### src/rtl/wb_pkg.sv
// ---------------------------------------------------------------------------
// wb_pkg
// Shared definitions for the Wishbone slave decoder / response mux.
//   - wb_state_t : FSM state encoding (IDLE=0, BUSY=1, RESP=2)
//   - WB_DW      : Wishbone data width
//   - slice_lo   : LSB of slave k's read-data slice in the packed s_data_i bus
//   - sel_mapped : true when a decoded select addresses an attached slave
// ---------------------------------------------------------------------------
package wb_pkg;

    localparam int WB_DW      = 32;
    localparam int MAX_SLAVES = 16;
    localparam int TIMER_W    = 8;

    typedef enum logic [1:0] {
        ST_IDLE = 2'd0,
        ST_BUSY = 2'd1,
        ST_RESP = 2'd2
    } wb_state_t;

    function automatic int slice_lo(input int k);
        return k * WB_DW;
    endfunction

    // The select is widened to 32 bits so that the compare stays a real
    // run-time compare even when every select code maps to a slave.
    function automatic logic sel_mapped(input logic [31:0] sel, input int n_slaves);
        return sel < 32'(n_slaves);
    endfunction

endpackage

### src/rtl/wb_timeout.sv
// ---------------------------------------------------------------------------
// wb_timeout
// Saturating up-counter that flags a slave that has not acknowledged.
// The count holds at TIMEOUT-1, so expired stays high until cleared.
// Ports:
//   clock   in  : system clock, rising edge
//   reset   in  : asynchronous active-low reset (count -> 0)
//   clear   in  : synchronous clear, takes priority over enable
//   enable  in  : advance the count by one this cycle
//   expired out : count == TIMEOUT-1
// ---------------------------------------------------------------------------
module wb_timeout
    import wb_pkg::*;
#(
    parameter int TIMEOUT = 64
) (
    input  logic clock,
    input  logic reset,
    input  logic clear,
    input  logic enable,
    output logic expired
);

    localparam logic [TIMER_W-1:0] LAST = TIMER_W'(TIMEOUT - 1);

    logic [TIMER_W-1:0] count;

    always_ff @(posedge clock or negedge reset) begin
        if (!reset) begin
            count <= '0;
        end else if (clear) begin
            count <= '0;
        end else if (enable && (count != LAST)) begin
            count <= count + TIMER_W'(1);
        end
    end

    assign expired = (count == LAST);

endmodule

### src/rtl/wb_slave_mux.sv
// ---------------------------------------------------------------------------
// wb_slave_mux
// Classic single-master Wishbone slave decoder and response mux. A request
// is steered to one of N_SLAVES slaves by the address field
// wb_addr_i[SEL_LO +: SEL_W]. The target is latched per transaction, the
// response (data, ack, err) is registered, unmapped selects and silent
// slaves are answered with an error pulse.
//
// Ports:
//   clock        in  : system clock, rising edge
//   reset        in  : asynchronous active-low reset
//   wb_data_i    in  : master write data (broadcast to slaves externally)
//   wb_addr_i    in  : master address (broadcast to slaves externally)
//   wb_cyc_i     in  : master cycle
//   wb_strobe_i  in  : master strobe
//   wb_we_i      in  : master write enable (broadcast externally)
//   wb_data_o    out : registered read data, held until the next capture
//   wb_ack_o     out : registered success pulse, one cycle
//   wb_err_o     out : registered error pulse, one cycle
//   s_strobe_o   out : per-slave strobe, one-hot or zero (combinational)
//   s_data_i     in  : packed slave read data, slave k at [32k+31:32k]
//   s_ack_i      in  : per-slave ack
//   busy_o       out : high whenever the FSM is not in IDLE
//
// state | meaning
// ------+-----------------------------------------------------------------
// IDLE  | waiting for cyc & stb; decodes the select field
// BUSY  | strobing the latched slave, waiting for its ack or the timeout
// RESP  | ack or err pulse is on the bus for exactly this cycle
// ---------------------------------------------------------------------------
module wb_slave_mux
    import wb_pkg::*;
#(
    parameter int N_SLAVES = 4,
    parameter int SEL_LO   = 16,
    parameter int SEL_W    = 2,
    parameter int TIMEOUT  = 64
) (
    input  logic                      clock,
    input  logic                      reset,
    input  logic [WB_DW-1:0]          wb_data_i,
    input  logic [31:0]               wb_addr_i,
    input  logic                      wb_cyc_i,
    input  logic                      wb_strobe_i,
    input  logic                      wb_we_i,
    output logic [WB_DW-1:0]          wb_data_o,
    output logic                      wb_ack_o,
    output logic                      wb_err_o,
    output logic [N_SLAVES-1:0]       s_strobe_o,
    input  logic [WB_DW*N_SLAVES-1:0] s_data_i,
    input  logic [N_SLAVES-1:0]       s_ack_i,
    output logic                      busy_o
);

    wb_state_t           state;
    logic [SEL_W-1:0]    sel_q;
    logic [SEL_W-1:0]    sel_in;
    logic                req;
    logic                mapped;
    logic [N_SLAVES-1:0] sel_onehot;
    logic [WB_DW-1:0]    sel_data;
    logic                ack_hit;
    logic                expired;
    logic                timer_clear;
    logic                timer_enable;

    // Write data and write enable go to the slaves on external wiring; the
    // mux itself only needs the select bits of the address.
    logic unused_inputs;
    assign unused_inputs = ^{wb_data_i, wb_we_i, wb_addr_i};

    assign sel_in = wb_addr_i[SEL_LO +: SEL_W];
    assign req    = wb_cyc_i & wb_strobe_i;
    assign mapped = sel_mapped(32'(sel_in), N_SLAVES);

    // One-hot of the latched target; drives strobe, ack qualification and
    // the data mux so that no variable-width index is needed.
    always_comb begin
        sel_onehot = '0;
        for (int k = 0; k < N_SLAVES; k++) begin
            sel_onehot[k] = (32'(sel_q) == 32'(k));
        end
    end

    always_comb begin
        sel_data = '0;
        for (int k = 0; k < N_SLAVES; k++) begin
            if (sel_onehot[k]) begin
                sel_data = sel_data | s_data_i[slice_lo(k) +: WB_DW];
            end
        end
    end

    // Acks from slaves other than the latched one are masked off here.
    assign ack_hit = |(s_ack_i & sel_onehot);

    assign s_strobe_o = ((state == ST_BUSY) && wb_strobe_i) ? sel_onehot : '0;

    // Held clear throughout IDLE, so the count is 0 on the first BUSY cycle.
    assign timer_clear  = (state == ST_IDLE);
    assign timer_enable = (state == ST_BUSY);

    wb_timeout #(
        .TIMEOUT (TIMEOUT)
    ) u_timeout (
        .clock   (clock),
        .reset   (reset),
        .clear   (timer_clear),
        .enable  (timer_enable),
        .expired (expired)
    );

    always_ff @(posedge clock or negedge reset) begin
        if (!reset) begin
            state     <= ST_IDLE;
            sel_q     <= '0;
            wb_data_o <= '0;
            wb_ack_o  <= 1'b0;
            wb_err_o  <= 1'b0;
            busy_o    <= 1'b0;
        end else begin
            // Pulses default low; only the transition into RESP raises one.
            wb_ack_o <= 1'b0;
            wb_err_o <= 1'b0;

            case (state)
                ST_IDLE: begin
                    if (req) begin
                        busy_o <= 1'b1;
                        if (mapped) begin
                            sel_q <= sel_in;
                            state <= ST_BUSY;
                        end else begin
                            wb_data_o <= '0;
                            wb_err_o  <= 1'b1;
                            state     <= ST_RESP;
                        end
                    end
                end

                ST_BUSY: begin
                    // A dropped cycle wins over everything: no response.
                    if (!wb_cyc_i) begin
                        state  <= ST_IDLE;
                        busy_o <= 1'b0;
                    end else if (ack_hit) begin
                        // Ack checked before the timeout so a last-cycle
                        // ack still completes successfully.
                        wb_data_o <= sel_data;
                        wb_ack_o  <= 1'b1;
                        state     <= ST_RESP;
                    end else if (expired) begin
                        wb_data_o <= '0;
                        wb_err_o  <= 1'b1;
                        state     <= ST_RESP;
                    end
                end

                ST_RESP: begin
                    state  <= ST_IDLE;
                    busy_o <= 1'b0;
                end

                default: begin
                    state  <= ST_IDLE;
                    busy_o <= 1'b0;
                end
            endcase
        end
    end

endmodule

### config.mk
export PLATFORM = sky130hd
export DESIGN_NAME = wb_slave_mux
export DESIGN_NICKNAME = d
export VERILOG_FILES = /design/src/rtl/wb_pkg.sv /design/src/rtl/wb_timeout.sv /design/src/rtl/wb_slave_mux.sv
export SDC_FILE = /design/constraint.sdc
export NUM_CORES = 1
export LEC_CHECK = 0
export ABC_AREA = 1
export BUFFER_PORTS_ARGS = -buffer_cell sky130_fd_sc_hd__buf_2
export CAP_MARGIN = 25
export CORE_ASPECT_RATIO = 0.5
export CORE_MARGIN = 2
export CORE_UTILIZATION = 30
export CTS_BUF_LIST = sky130_fd_sc_hd__clkbuf_4
export CTS_CLUSTER_SIZE = 8
export DETAILED_ROUTE_END_ITERATION = 7
export GPL_ROUTABILITY_DRIVEN = 1
export SYNTH_ARGS = -nofsm -noshare
export SYNTH_HDL_FRONTEND = slang
export SYNTH_SLANG_ARGS = --single-unit
### constraint.sdc
create_clock -name clock -period 1.5 [get_ports clock]
set_clock_uncertainty 0.05 [all_clocks]
set_input_delay 0.45 -clock clock [delete_from_list [all_inputs] [get_ports clock]]
set_output_delay 0.45 -clock clock [all_outputs]
set_load 0.05 [all_outputs]
# Yosys cells after proc, flatten, opt, wreduce, memory -nomap -nowiden
# Cells that the tools add are included.
dict set report classes {
  reduce_logical 11
  n_addsub 1
  n_mux 24
  bitwise_logic 5
  eq_ne 9
}
# op count
set op_table {}
lappend op_table {{2-to-1 mux 32 bit} 6}
lappend op_table {{bitwise OR 32 bit} 3}
lappend op_table {{2-to-1 mux 8 bit} 2}
lappend op_table {{2-to-1 mux 1 bit} 9}
lappend op_table {{adder 8 x 1 -> 8 bit (second input constant)} 1}
lappend op_table {{== test 8 x 6 -> 1 bit (second input constant)} 1}
lappend op_table {{2-to-1 mux 2 bit} 4}
lappend op_table {{!= test 8 x 6 -> 1 bit (second input constant)} 1}
lappend op_table {{AND reduction 2 bit} 3}
lappend op_table {{bitwise AND 4 bit} 1}
lappend op_table {{== test 2 x 1 -> 1 bit (second input constant)} 2}
lappend op_table {{== test 2 bit (second input constant)} 2}
lappend op_table {{zero test 2 bit} 2}
lappend op_table {{2-to-1 mux 4 bit} 1}
lappend op_table {{!= test 2 bit (second input constant)} 2}
lappend op_table {{!= test 4 bit (second input constant)} 1}
lappend op_table {{case mux 2 bit (2 select lines)} 1}
lappend op_table {{nonzero test 2 bit} 2}
lappend op_table {{OR reduction 4 bit} 1}
lappend op_table {{AND reduction 3 bit} 1}
lappend op_table {{logical AND 1 bit} 2}
lappend op_table {{case mux 1 bit (2 select lines)} 1}
lappend op_table {{bitwise AND 1 bit} 1}
dict set report totals {
  output_inout_bits 39
  regBits 47
  wordCells 57
}

# Longest topological paths before layout
# Gate-level depths: netlist of run 1.
dict set report depth {
  depth_word 9
  mapped_depth 9
  depth_no_buf 8
}

# Modules after synthesis
# A second synthesis of run 1 with hierarchy kept.
dict set report unflattened {
  hier_cells 428
  area_unflattened_um2 2900.3
}
# module cells_per_inst seq_area_each_um2 n_inst area_each_um2
set by_module_without_submodules {}
lappend by_module_without_submodules {wb_slave_mux 358 975.9 1 2413.6}
lappend by_module_without_submodules {wb_timeout 70 200.2 1 486.7}

# Worst setup path before layout of run 1
# OpenSTA, ideal clock, no wires.
dict set report synth_path {
  kind {register to output}
  from {register state[1]}
  to {output port s_strobe_o[0]}
  required_time_ns 1.000
  arrival_time_ns 1.732
  stages_incl_launch_ff 6
  slack_ns -0.732
  cell_sequence {dfrtp_1 -> inv_1 -> nand2_1 -> inv_1 -> nand2_1 -> nor3_1}
}
dict set report synth_between {
  elab_chain_cells 3
}
# item line
set synth_lines {}
lappend synth_lines {{start: declaration} wb_slave_mux.sv:55} ;# wb_state_t state;
lappend synth_lines {{start signal: assignment} wb_slave_mux.sv:115} ;# state <= ST_IDLE;
lappend synth_lines {{start signal: assignment} wb_slave_mux.sv:132} ;# state <= ST_BUSY;
lappend synth_lines {{start signal: assignment} wb_slave_mux.sv:136} ;# state <= ST_RESP;
lappend synth_lines {{== test 2 x 1 -> 1 bit} wb_slave_mux.sv:97} ;# assign s_strobe_o = ((state == ST_BUSY) && wb_strobe_i) ? sel_onehot : '0;
lappend synth_lines {{logical AND 1 bit} wb_slave_mux.sv:97}
lappend synth_lines {{2-to-1 mux 4 bit} wb_slave_mux.sv:97}
lappend synth_lines {{end: declaration} wb_slave_mux.sv:49} ;# output logic [N_SLAVES-1:0] s_strobe_o,
# No other way between the ends.

# Worst setup path in the final report of run 1
dict set report layout_path {
  from {register state[1]}
  to {output port s_strobe_o[2]}
}
# Same word-level chain as after synthesis.

==> run summary, run 1 <==
Status = complete, but fails checks
Failing checks = setup timing
Hold slack = 0.279 ns
Hold Crit Depth = 3
Fillers = 896
R2R Path Start = sel_q[0]
Synth Register Bits = 47
Mean Syn Cell Area = 6.96 sq um
Worst setup EP type = primary output
Syn nets = 621
Worst stage delay on the critical path = 0.40 ns
Routed WL per cell = 14.3 um
Met3 wire length = 485 um
Final hold violations = 0
Row Count = 25
Hold WC Path Type = in -> reg
Max rail drop VDD = 0.585 mV
RSZ-0062 raised after global routing = yes
Initial Util = 30.9%
Worst-Margin Slew = 0.380 ns
Worst-path fanout max = 4
Data arrival time of the worst path = 1.38 ns
Core area = 0.00945 sq mm
Pin count of the biggest net entering global routing = 33
Number of diodes = 0
Req. time, crit path = 1.00 ns
Clk pin slew, worst setup/hold paths = 0.14 ns
Final setup fails = 37
Most frequent cells in the layout = 204 x nand2_1, 138 x buf_2, 54 x buf_4, 48 x buf_6, 46 x dfrtp_1
GPL Wtd Cong = 0.758
Worst min-delay path endpoint = sel_q[1]
Die footprint = 0.0106 sq mm
Post-DRT Antenna Nets = 0
Flop2flop setup slack = -0.17 ns
FF/Latch Area = 0.00118 sq mm
# DRC = 0
Die H = 73.7 um
Max_cap viols = 0
WS Path Type = reg -> out
Drt via density = 4.62
CTS tree = built
First-pass GRT wire length = 16.7 mm
GRT overflow = 0
Max_slew headroom = 74.7%
Total power = 8.41 mW
Initial antenna violation count = 0
Hold Startpoint = wb_addr_i[17]
Fraction of layout cells with a size suffix above 1 = 49.5%
Tot GR Track Use = 20.4%
Met1 WL = 5.04 mm
Fmax = 531 MHz
Reported leakage power = 2.81 nW
Routed length on met2 = 5.59 mm
H-tree levels = 2
Via count = 3681
Final core occ = 55.7%
Die width = 143 um
R2R cell count = 11
Ys Warns = 0
Slew Viols, Final = 0
DR pass1 iterations = 4
Mapped Cells = 419
Distinct cells, synth = 24
Synth-to-Final Area Change = 80.5%
Period utilization = 125%
Routed wire length = 11.4 mm
DP HPWL = 6.96 mm
Vias in the first global route = 3329
CTS Buf Count = 5
Clk sinks = 47
Period minus WS final = 1.88 ns
Clk root buf = clkbuf_4
Final setup TNS = -6.28 ns
IO Pins = 240
Clock Latency Late Sink = 0.38 ns
PortBufs = 176
Reg2reg end = wb_data_o[9]
Most common cell after layout, fill and taps aside = nand2_1
Cell Area, Synth = 0.00292 sq mm
Critical-path cell list = inv_1, nand2_2, inv_2, nand2_4, nor3_4, buf_6
Slowest cell on crit path = dfrtp_1
CP Launch Type = flip-flop
First DRT Iteration DRCs = 203
Final net count = 863
Top layer in use = met4
Power Dens Cells = 1600 mW/mm^2
Seq/Total Area, Yosys = 40.3%
Fin worst setup slack = -0.382 ns
Area occupied by multi-input gates = 0.00180 sq mm
Max Root-Sink Buffers = 2
## cells in the mapped netlist (all sizes together)
| master | number | area, sq um |
|---|---|---|
| nand3 | 50 | 260 |
| dfrtp | 47 | 1180 |
| nand2 | 215 | 812 |
| nand4 | 33 | 206 |
| buf | 21 | 155 |
| a22oi | 1 | 7.51 |
| clkbuf | 3 | 11.3 |
| nor2 | 16 | 113 |
| xor2 | 2 | 17.5 |
| ha | 1 | 12.5 |
| nor3 | 4 | 20.0 |
| inv | 17 | 66.3 |
| o21ai | 5 | 36.3 |
| or2 | 1 | 6.26 |
| a21oi | 3 | 15.0 |
## final cells by class
type                            count  area share (%)
Sequential cell                    47            22.4
Inverter                           17            1.26
Clock buffer                        5           0.713
Tap cell                          135            3.21
Clock inverter                      2           0.166
Multi-Input combinational cell    332            34.1
Timing Repair Buffer              258            38.1
## worst max-delay path: cells and delay by family, from the launching register on
kind	cells	cell delay, ns
DFF	1	0.40
and+or+nand+nor	3	0.28
buffers and inverters	3	0.33
## cell families (layout without fill, tap and decap cells)
group | count (synthesis) | after routing | share of synthesized area (%)
DFF | 47 | 47 | 40.3
adders and majority gates | 1 | 1 | 0.429
AOI/OAI and AO/OA | 9 | 9 | 2.02
buffers and inverters | 41 | 282 | 7.98
and+or+nand+nor | 319 | 320 | 48.6
xor gates and xnor gates | 2 | 2 | 0.601
## power breakdown
part | internal (mW) | total [mW] | switching [mW] | leakage [nW]
registers | 1.74 | 2.10 | 0.361 | 0.605
clock network | 0.167 | 0.602 | 0.435 | 0.0285
logic | 2.41 | 5.72 | 3.30 | 2.17
total | 4.31 | 8.41 | 4.10 | 2.81
## routing by layer
layer / vias up / global-route usage (%)
li1: 1845 / -
met1: 1723 / 27.2
met2: 89 / 34.9
met3: 24 / 3.39
met4: 0 / 4.90
met5: - / 0
## how the worst max path moves through the flow
stage                         end     start  cells past startpoint  slack [ns]
floorplan           s_strobe_o[0]  state[1]                      5       -0.14
global placement    wb_data_o[10]  sel_q[0]                      7       -0.13
detailed placement   wb_data_o[1]  sel_q[0]                      7       -0.13
CTS                 s_strobe_o[2]  state[1]                      6       -0.39
global route        s_strobe_o[1]  state[1]                      6       -0.47
finish              s_strobe_o[2]  state[1]                      6       -0.38
## through the flow
stage,std cells,setup WS [ns],area [sq um]
final,796,-0.382,5260
after global routing,796,-0.469,5260
after CTS,781,-0.395,4900
after detailed placement,736,-0.133,4140
after global placement,736,-0.128,4140
after floorplan,419,-0.141,2970
## sequential cells by signal, summed over array words and instances, names as in the netlist
register and flops:
wb_data_o 32, wb_ack_o 1, busy_o 1, sel_q 2
wb_err_o 1, state 2, u_timeout.count 8
## timing repair
| item | 4_1_cts | 5_1_grt |
|---|---|---|
| gates resized for setup | 96 | 63 |
| hold buffers | 1 | 0 |
| gates cloned | 8 | 1 |
| pin swaps | 9 | 9 |
| setup endpoints to repair | 71 | 81 |
| buffers inserted | 30 | 17 |
| endpoints found under the hold margin | 13 | 0 |
No activity file was read; power rests on OpenSTA's default activity.
==> run 2: changes to the inputs <==
- SYNTH_HIERARCHICAL: default -> 1
==> run 2 against run 1 <==
  * The run still ends with setup timing left
  * Non-clock buffer count rose by 1
  * Combinational power barely moved
  * Core utilization rose by 2.0 points
  * Cell count rose by 1.5%
  * Hold slack improved by 0.012 ns
  * Fmax fell by 4.0%
  * Setup slack got worse by 0.078 ns
  * Critical path depth fell by 2
  * Clock-buffer cell count rose by 1
  * Wire length fell by 0.19%
  * Global-route usage fell by 0.45 points
  * Synthesized cell count rose by 2.1%
==> run summary, run 2 <==
Post-synthesis async set-or-reset flop share = 100%
Ys flop type = dfrtp_1
Biggest regs = wb_data_o x32, u_timeout/count x8
Initial antenna violation count = 0
Die width = 143 um
Mapped Cells = 428
Final net count = 874
Mean Syn Cell Area = 6.78 sq um
Post-synthesis simple-gate area fraction = 50.0%
Clk sinks = 47
Largest cells by area after synthesis = dfrtp_1 41%, nand2_1 29%, nand3_1 7.6%
Synth Register Bits = 47
Fraction of layout cells with a size suffix above 1 = 52.6%
Via count = 3728
Routed WL per cell = 14.0 um
Max rail drop VDD = 0.772 mV
Buf/Inv on CP = 1
Top-area cell type share of the netlist area = 40.6%
Fillers = 843
Synth top cells by count = 226 x nand2_1, 47 x dfrtp_1, 44 x nand3_1, 34 x nand4_1
Worst setup EP type = primary output
Slowest cell on crit path = dfrtp_1
Sequential Power Share = 23.7%
DR pass1 iterations = 4
Status = complete, but fails checks
Final setup fails = 37
Main combinational cell family by area after synthesis = simple AND/OR/NAND/NOR gates
First DRT Iteration DRCs = 155
R2R cell count = 11
CTS Buf Count = 5
Place WS = -0.286 ns
Slew Viols, Final = 0
RSZ-0062 raised after global routing = yes
First-pass GRT wire length = 16.3 mm
Hold Crit Depth = 3
Number of diodes = 0
Synth Area in XOR/XNOR = 0.604%
Non-filler cells, final = 808
Clk pin slew, worst setup/hold paths = 0.14 ns
Distinct cells, synth = 22
GRT overflow = 0
Synth Area in Adders = 0.431%
Req. time, crit path = 1.00 ns
Routed wire length = 11.3 mm
Max_cap viols = 0
Yosys top cell by area = dfrtp_1
Post-DRT Antenna Nets = 0
Most frequent cells in the layout = 200 x nand2_1, 137 x buf_2, 56 x buf_4, 49 x buf_6, 45 x dfrtp_1
Grt met1 use = 24.7%
Compound-Gate Fraction of Synth Area = 1.86%
Worst stage delay on the critical path = 0.44 ns
Syn nets = 630
H-tree levels = 2
Failing checks = setup timing
Core area = 0.00942 sq mm
WS Path Type = reg -> out
CP Launch Type = flip-flop
Psw = 4.11 mW
GPL Wtd Cong = 0.804
# placed instances = 746
Mux contribution to synthesized area = 0%
PortBufs = 176
Power Dens Cells = 1620 mW/mm^2
Max Root-Sink Buffers = 2
CTS tree = built
GRT met2 Usage = 35.2%
Vias in the first global route = 3311
Clock Latency Late Sink = 0.37 ns
Top Usage Layer GRT = met2
Tot GR Track Use = 19.9%
Number of flops mapped to enable cells by yosys = 0
Seq/Total Area, Yosys = 40.6%
Top-count cell post-synth = nand2_1
CP top delay family = simple AND/OR/NAND/NOR gates
Row Count = 25
Sw frac = 46.7%
Cell Area, Synth = 0.00290 sq mm
Internal = 4.69 mW
IO Pins = 240
M3 GR Usage = 3.65%
DP HPWL = 6.90 mm
Die H = 73.5 um
Initial Util = 30.8%
Pin count of the biggest net entering global routing = 48
Die footprint = 0.0105 sq mm
Period minus WS final = 1.96 ns
Critical-path cell list = nor2_4, nand2_4, nor3_4, buf_6
Period utilization = 131%
Fmax = 510 MHz
Ys Warns = 6
Data arrival time of the worst path = 1.46 ns
Synth-to-Final Area Change = 87.4%
FF/Latch Area = 0.00118 sq mm
Max FFs per register = 32
Hold WC Path Type = in -> reg
Drt via density = 4.61
Total power = 8.80 mW
Fin worst setup slack = -0.460 ns
Most common cell after layout, fill and taps aside = nand2_1
Worst-Margin Slew = 0.377 ns
Clk root buf = clkbuf_4
Crit path depth = 4
Biggest register = wb_data_o
Power share of the clock group = 11.0%
Max_slew headroom = 74.9%
Comb pwr share = 65.3%
Worst-path fanout max = 4
Final hold violations = 0
Area occupied by multi-input gates = 0.00192 sq mm
Reported leakage power = 2.88 nW
# DRC = 0
==> run 2: power by group through the flow <==
stage / logic, mW / registers [mW] / clock network, mW
final: 5.75 / 2.08 / 0.965
after global routing: 6.09 / 2.15 / 1.05
after CTS: 4.96 / 1.99 / 0.991
after detailed placement: 4.09 / 2.01 / 0
after global placement: 4.07 / 1.99 / 0
after floorplan: 1.31 / 3.52 / 0
==> run 2: tightest hold or removal path, delay by kind of cell <==
family | cells | cell delay (ns)
AND/OR/NAND/NOR | 1 | 0.09
AO/OA/AOI/OAI | 1 | 0.05
buffers and inverters | 1 | 0.10
==> run 2: final timing paths <==
| kind | end | slack [ns] | from |
|---|---|---|---|
| setup reg to reg | wb_data_o[1] | -0.20 | sel_q[1] |
| max in group asynchronous | sel_q[0] | 0.63 | reset |
| hold / removal | sel_q[0] | 0.29 | wb_addr_i[16] |
| min in group asynchronous | wb_data_o[19] | 0.54 | reset |
| hold reg to reg | u_timeout/count[7] | 0.48 | u_timeout/count[7] |
| setup / recovery | s_strobe_o[1] | -0.46 | state[1] |
==> run 2: through the flow <==
step | area, sq um | hold slack [ns] | setup TNS [ns] | utilization [%]
after CTS | 4890 | 0.278 | -6.46 | 51.9
after detailed placement | 4150 | 0.408 | -9.31 | 44.1
after floorplan | 2950 | 0.104 | -0.159 | -
after global routing | 5440 | 0.261 | -10.05 | 57.7
final | 5440 | 0.291 | -6.71 | 57.7
after global placement | 4150 | 0.408 | -9.51 | 44.1
==> run 2: logic make-up (layout without fill, tap and decap cells) <==
group | count (synthesis) | count (layout)
adder cells (fa/ha/maj) | 1 | 1
flip-flops | 47 | 47
XOR/XNOR | 2 | 2
buffers and inverters | 36 | 280
AND/OR/NAND/NOR | 334 | 335
AO/OA/AOI/OAI | 8 | 8
==> run 2: per-layer routing <==
| layer | up-vias | share of wire, % |
|---|---|---|
| met5 | - | 0 |
| met2 | 94 | 53 |
| met1 | 1744 | 41 |
| li1 | 1872 | - |
| met3 | 18 | 4.5 |
| met4 | 0 | 1.5 |
==> run 2: layout make-up <==
type,instances,area share [%]
clock inverter,2,1.10
inverter,13,0.944
sequential,47,21.7
timing repair buffer,259,36.9
multi-input combinational,346,35.4
clock buffer,6,0.829
tap,135,3.11
==> run 2: what timing repair did <==
item	in CTS	in global routing
resized for setup	78	97
gates cloned	5	5
hold buffers	1	0
pin swaps	22	42
endpoints found under the setup margin	71	82
hold endpoints to repair	47	0
setup buffers	25	24
